[src/rtl/tnn_feature_packer.sv]
// tnn_feature_packer
// Producer side of the 2-bit TNN feature interface. Raw samples arrive one
// feature per beat, each is quantized to 2 bits against three thresholds, and
// N_FEAT of them are packed into one vector held under a valid/ready handshake.
// Framing errors (short or long samples) raise a one-cycle err_frame pulse and
// drop the offending sample; a long sample is drained up to its s_last beat.

module tnn_feature_packer #(
    parameter int RAW_W  = 8,
    parameter int N_FEAT = 6,
    parameter int T1     = 64,
    parameter int T2     = 128,
    parameter int T3     = 192
) (
    input  logic                  clk,
    input  logic                  rst_n,
    input  logic                  s_valid,
    output logic                  s_ready,
    input  logic [RAW_W-1:0]      s_data,
    input  logic                  s_last,
    output logic                  m_valid,
    input  logic                  m_ready,
    output logic [2*N_FEAT-1:0]   m_feat,
    output logic                  err_frame,
    output logic [15:0]           sample_cnt
);

    localparam int IDX_W = (N_FEAT > 1) ? $clog2(N_FEAT) : 1;
    localparam logic [IDX_W-1:0] LAST_IDX = IDX_W'(N_FEAT - 1);

    typedef enum logic [1:0] {
        COLLECT = 2'd0,
        HOLD    = 2'd1,
        DRAIN   = 2'd2
    } state_t;

    state_t                 state;
    state_t                 next_state;
    logic [IDX_W-1:0]       idx;
    logic [2*N_FEAT-1:0]    feat_buf;
    logic [2*N_FEAT-1:0]    vec_next;
    logic [1:0]             q;
    logic                   beat;
    logic                   at_end;
    logic                   collect_beat;
    logic                   frame_ok;
    logic                   frame_bad;

    // Thresholds are unsigned and assumed ordered T1 <= T2 <= T3; the
    // highest threshold reached decides the code.
    function automatic logic [1:0] quantize(input logic [RAW_W-1:0] d);
        if (d >= RAW_W'(T3))
            return 2'd3;
        else if (d >= RAW_W'(T2))
            return 2'd2;
        else if (d >= RAW_W'(T1))
            return 2'd1;
        else
            return 2'd0;
    endfunction

    // Beat decode: a transfer happens on valid & ready; the slot position and
    // s_last together classify it as a good end, short end or overrun.
    always_comb begin
        q            = quantize(s_data);
        beat         = s_valid & s_ready;
        at_end       = (idx == LAST_IDX);
        collect_beat = (state == COLLECT) & beat;
        frame_ok     = collect_beat & at_end & s_last;
        frame_bad    = collect_beat & (at_end != s_last);
    end

    // Vector presented on entry to HOLD: stored slots plus the final beat's
    // code written straight into the top slot.
    always_comb begin
        vec_next                      = feat_buf;
        vec_next[2*(N_FEAT-1) +: 2]   = q;
    end

    // State register.
    always_ff @(posedge clk) begin
        if (!rst_n)
            state <= COLLECT;
        else
            state <= next_state;
    end

    // Next-state logic.
    always_comb begin
        next_state = state;
        case (state)
            COLLECT: begin
                if (collect_beat && at_end)
                    next_state = s_last ? HOLD : DRAIN;
            end
            HOLD: begin
                if (m_ready)
                    next_state = COLLECT;
            end
            DRAIN: begin
                if (beat && s_last)
                    next_state = COLLECT;
            end
            default: next_state = COLLECT;
        endcase
    end

    // Handshake outputs decoded from state; HOLD blocks new beats so a beat
    // offered alongside m_ready is taken only on the following cycle.
    always_comb begin
        s_ready = 1'b1;
        m_valid = 1'b0;
        case (state)
            COLLECT: begin
                s_ready = 1'b1;
                m_valid = 1'b0;
            end
            HOLD: begin
                s_ready = 1'b0;
                m_valid = 1'b1;
            end
            DRAIN: begin
                s_ready = 1'b1;
                m_valid = 1'b0;
            end
            default: begin
                s_ready = 1'b1;
                m_valid = 1'b0;
            end
        endcase
    end

    // Slot index, error pulse, output vector and delivery counter.
    always_ff @(posedge clk) begin
        if (!rst_n) begin
            idx        <= '0;
            err_frame  <= 1'b0;
            m_feat     <= '0;
            sample_cnt <= '0;
        end else begin
            err_frame <= frame_bad;
            if (collect_beat) begin
                if (at_end || s_last)
                    idx <= '0;
                else
                    idx <= idx + IDX_W'(1);
            end
            if (frame_ok)
                m_feat <= vec_next;
            if ((state == HOLD) && m_ready)
                sample_cnt <= sample_cnt + 16'd1;
        end
    end

    // Slot storage needs no reset: every slot is rewritten before a sample
    // can reach HOLD, so stale codes never escape.
    always_ff @(posedge clk) begin
        if (collect_beat) begin
            for (int k = 0; k < N_FEAT; k++) begin
                if (idx == IDX_W'(k))
                    feat_buf[2*k +: 2] <= q;
            end
        end
    end

endmodule

[config.mk]
export PLATFORM = sky130hd
export DESIGN_NAME = tnn_feature_packer
export DESIGN_NICKNAME = d
export VERILOG_FILES = /design/src/rtl/tnn_feature_packer.sv
export SDC_FILE = /design/constraint.sdc
export NUM_CORES = 1
export LEC_CHECK = 0
export CORE_MARGIN = 2
export CORE_UTILIZATION = 33
export CTS_CLUSTER_DIAMETER = 30
export DETAILED_ROUTE_END_ITERATION = 6
export DONT_BUFFER_PORTS = 1
export GPL_TIMING_DRIVEN = 0
export PLACE_DENSITY = 0.58
export SETUP_SLACK_MARGIN = 0.15
export SYNTH_ARGS = -nofsm -noshare
export SYNTH_HDL_FRONTEND = slang
export SYNTH_SLANG_ARGS = --single-unit
[constraint.sdc]
create_clock -name clk -period 4.48 [get_ports clk]
set_clock_uncertainty 0.1 [all_clocks]
set_input_delay 0.448 -clock clk [delete_from_list [all_inputs] [get_ports clk]]
set_output_delay 0.448 -clock clk [all_outputs]
set_load 0.005 [all_outputs]
# After elaboration in Yosys (flattened, before gate mapping)
# Index checks and enable logic that the tools add are counted.
# Widths: inputs -> output; s select.
# word_totals
regBits	44
latch_bits	0
ramBits	0
romBits	0
input_bits	13
output_inout_bits	31
elab_cells	54
n_memories	0
# op_classes
n_addsub	2
multipliers	0
div	0
magnitude_cmp	3
n_eq_ne	11
shifts	0
muxes	11
n_bitwise	5
n_reduce_logical	12
# ops
cell	count
$add 16x1->16 const B	1
$ge 8x8->1 const B	2
$mux 2	6
$reduce_and 2->1	5
$ge 8x7->1 const B	1
$eq 3x2->1 const B	2
$eq 3x3->1 const B	2
$pmux 2 s3	1
$and 1x1->1	5
$ne 2x2->1 const B	2
$add 3x1->3 const B	1
$eq 3x1->1 const B	1
$logic_and 1x1->1	3
$logic_not 3->1	1
$mux 1	3
$mux 3	1
$reduce_and 3->1	1
$eq 2x1->1 const B	1
$eq 2x2->1 const B	1
$logic_not 2->1	1
$ne 2x1->1 const B	1
$logic_or 1x1->1	1
$ne 1x1->1	1

# Longest topological paths before layout
# depth
ltp_word	7
depth_mapped	7
depth_no_buf	6

# Worst setup path after synthesis
# OpenSTA, ideal clock, no wires.
# synth_timing
path_kind	register -> register
startpoint	register sample_cnt[3]
endpoint	register sample_cnt[14]
setup_time_ps	70
arrival_ps	1539
t_required_ps	4310
setup_slack_ps	2771
path_stages_with_launch	5
path_buffers	0
synth_period_minus_slack_ps	1709
cell_sequence	dfxtp_1 nand4_2 or4_1 or3_1 a21oi_1
# synth_via
elab_chain_len	1
# synth_lines
element	line_no	text
from (decl)	25	output logic [15:0] sample_cnt
from (signal assigned)	151	sample_cnt <= sample_cnt + 16'd1;
$add 16x1->16	151	
# No other way between the ends.
# A chain may end at the register's enable or synchronous reset.

# Worst setup path in the final report
# layout_timing
startpoint	register idx[1]
endpoint	register m_feat[11]
# layout_via
elab_chain_len	3
# layout_lines
element	line_no	text
from (decl)	39	logic [IDX_W-1:0] idx;
from (signal assigned)	146	idx <= idx + IDX_W'(1);
$eq 3x3->1	n/a	
$and 1x1->1 (2 in series)	69	frame_ok = collect_beat & at_end & s_last;
to (signal assigned)	149	m_feat <= vec_next;
to (decl)	23	output logic [2*N_FEAT-1:0] m_feat,
# No other way between the ends.

==> impl_results.md <==
* Static Leakage at 0.734 nW
* Setup bufs post-CTS at 0
* Gr ovfl total at 0
* Hold-fix buffers at CTS at 0
* Max-slew headroom at 61.2%
* CTS tree: done
* Layout cell share with drive strength beyond 1 at 6.86%
* Req. time, crit path at 4.61 ns
* CP Capture Type: flop
* Post-Synthesis Net Count at 216
* CTS Root Cell: clkbuf_8
* Post_cts resized at 0
* Tmin final at 2.10 ns
* Power Density at 402 mW/mm^2
* Max_cap viols at 0
* Final ANT Viol Nets at 0
* WL met1 at 1680 um
* Floorplan die height at 78.7 um
* Placed insts at 268
* Final Max Slew Viols at 0
* Die width at 78.7 um
* Mapped Cells at 196
* Hold slack at 0.165 ns
* Outcome: completed
* Max Fanout on Critical Path at 10
* Worst path arrival time at 2.23 ns
* CTS Sinks at 44
* Vias at 1342
* Yosys warns at 0
* Area grow syn2layout at 13.5%
* N_diodes at 0
* H-tree levels at 2
* Die ar. at 0.00619 sq mm
* Total Nets Final at 223
* Pre-antenna DRT Iters at 4
* Worst Hold Class: in -> reg
* WL final at 3600 um
* Global-route wire length before repair at 6090 um
* Port buffer count at 0
* Slew of the pin with the lowest slew margin at 0.581 ns
* Fmax achieved at 476 MHz
* Buffer depth of the longest clock path at 2
* WL met3 at 213 um
* Worst-skew pair later-pin latency at 0.29 ns
* Fin crit share at 46.9%
* Initial Util at 33.9%
* Vias/cell at 4.86
* Io pins at 44
* Maximum number of pins on one net before global-route repair at 15
* Max Used Layer: met4
* Commonest non-fill, non-tap cell in the layout: nand2_1
* Cell variety after synth at 34
* DR iter-0 viols at 45
* #FFs+latches synth at 44
* GPL Wtd Cong at 0.781
* Rows at 27
* Most frequent cells in the layout: nand2_1 (39), dfxtp_1 (34), a21oi_1 (18)
* Worst vdd ir at 0.000188 V
* Worst setup margin at 2.38 ns
* Seq/Total Area, Yosys at 53.3%
* Initial antenna violation count at 0
* Avg WL per Cell at 13.0 um
* CTS Buf Count at 5
* Number of global-route vias before repair at 1255
* Post-Route Setup TNS at 0 ns
* CORE AREA at 0.00544 sq mm
* Final hold viol count at 0
* Finished Layout Cells at 276
* Final setup fails at 0
* Synthesized area per cell at 9.40 sq um
* WL met2 at 1650 um
* Post-DP HPWL at 2630 um
* CP Launch Type: flop
* RSZ-0062 raised after global routing: no
* Post-synthesis cell area at 0.00184 sq mm
* Total global-route track usage at 12.3%
* Place WS at 2.40 ns
* Clock-pin slew on the worst setup and hold paths at 0.08 ns
* Worst Path Class, Setup: reg -> reg
* Residual DRC at 0
==> routing by layer <==
layer  GRT usage (%)  vias up
li1                -      689
met1            15.8      620
met2            19.1       29
met3            4.55        4
met4            4.21        0
met5               0        -
==> worst paths after layout <==
path / from / endpoint / slack (ns) / cells past startpoint
hold / removal: s_last / state[1] / 0.16 / 1
setup / recovery: idx[1] / m_feat[11] / 2.38 / 7
hold reg to reg: m_feat[8] / m_feat[8] / 0.38 / 2
setup reg to reg: idx[1] / m_feat[11] / 2.38 / 7
==> kinds of logic after synthesis <==
group | count (synthesis) | share of synthesized area [%]
and+or+nand+nor | 92 | 24.7
DFF | 44 | 53.3
AOI/OAI and AO/OA | 23 | 6.66
buffers and inverters | 17 | 4.28
xor gates and xnor gates | 10 | 4.76
adders and majority gates | 7 | 4.76
muxes | 3 | 1.63
==> report_power, final <==
group | internal, mW | total (mW) | leakage (nW) | switching [mW]
sequential | 0.408 | 0.409 | 0.365 | 0.00145
combinational | 0.00603 | 0.0184 | 0.290 | 0.0123
clock | 0.279 | 0.412 | 0.0784 | 0.133
==> synth_stat cells <==
cell type | instances | share of area, %
a2111oi_0 | 1 | 0.48
a21oi_1 | 18 | 4.9
a31oi_1 | 1 | 0.34
and2_1 | 1 | 0.34
and3_1 | 5 | 1.7
and3_2 | 1 | 0.41
and4_2 | 1 | 0.54
and4b_1 | 1 | 0.54
buf_4 | 2 | 0.81
buf_6 | 1 | 0.61
clkbuf_1 | 8 | 1.6
dfxtp_1 | 34 | 37
edfxtp_1 | 10 | 16
ha_1 | 7 | 4.8
inv_1 | 6 | 1.2
mux2i_1 | 3 | 1.6
nand2_1 | 39 | 7.9
nand2b_1 | 3 | 1.0
nand3_1 | 7 | 1.9
nand3b_1 | 1 | 0.41
nand4_1 | 6 | 2.0
nand4_2 | 1 | 0.68
nand4b_1 | 1 | 0.48
nor2_1 | 14 | 2.9
nor2b_1 | 1 | 0.34
nor3_1 | 2 | 0.54
nor3b_1 | 2 | 0.81
nor4_1 | 3 | 1.0
o21a_1 | 1 | 0.41
o21ai_0 | 2 | 0.54
or3_1 | 2 | 0.68
or4_1 | 1 | 0.41
xnor2_1 | 6 | 2.9
xor2_1 | 4 | 1.9
==> final cells by class <==
class	count	area [sq um]
Multi-Input combinational cell	135	782
Tap cell	72	90.1
Buffer	11	56.3
Inverter	6	22.5
Sequential cell	44	981
Clock buffer	5	68.8
Fill cell	540	3350
Clock inverter	3	90.1
==> critical path: stages (launching register included) <==
cell and delay, ns:
dfxtp_1 0.35, inv_1 0.08, ha_1 0.22, nand2_1 0.10
nor3b_1 0.50, clkbuf_1 0.44, nand2_1 0.12, a21oi_1 0.13
==> registers in the layout, indices dropped and copies added, names as in the netlist <==
signal	flops
state	2
m_feat	12
err_frame	1
idx	3
feat_buf	10
sample_cnt	16
==> stage by stage <==
stage          util, %  total power, mW  area [sq um]
2_1_floorplan        -            0.432          1840
5_1_grt           38.4            0.873          2090
3_3_place_gp      35.5            0.437          1930
4_1_cts           38.4            0.851          2090
3_5_place_dp      35.5            0.437          1930
6_report          38.4            0.840          2090
(Power assumes the default switching activity.)
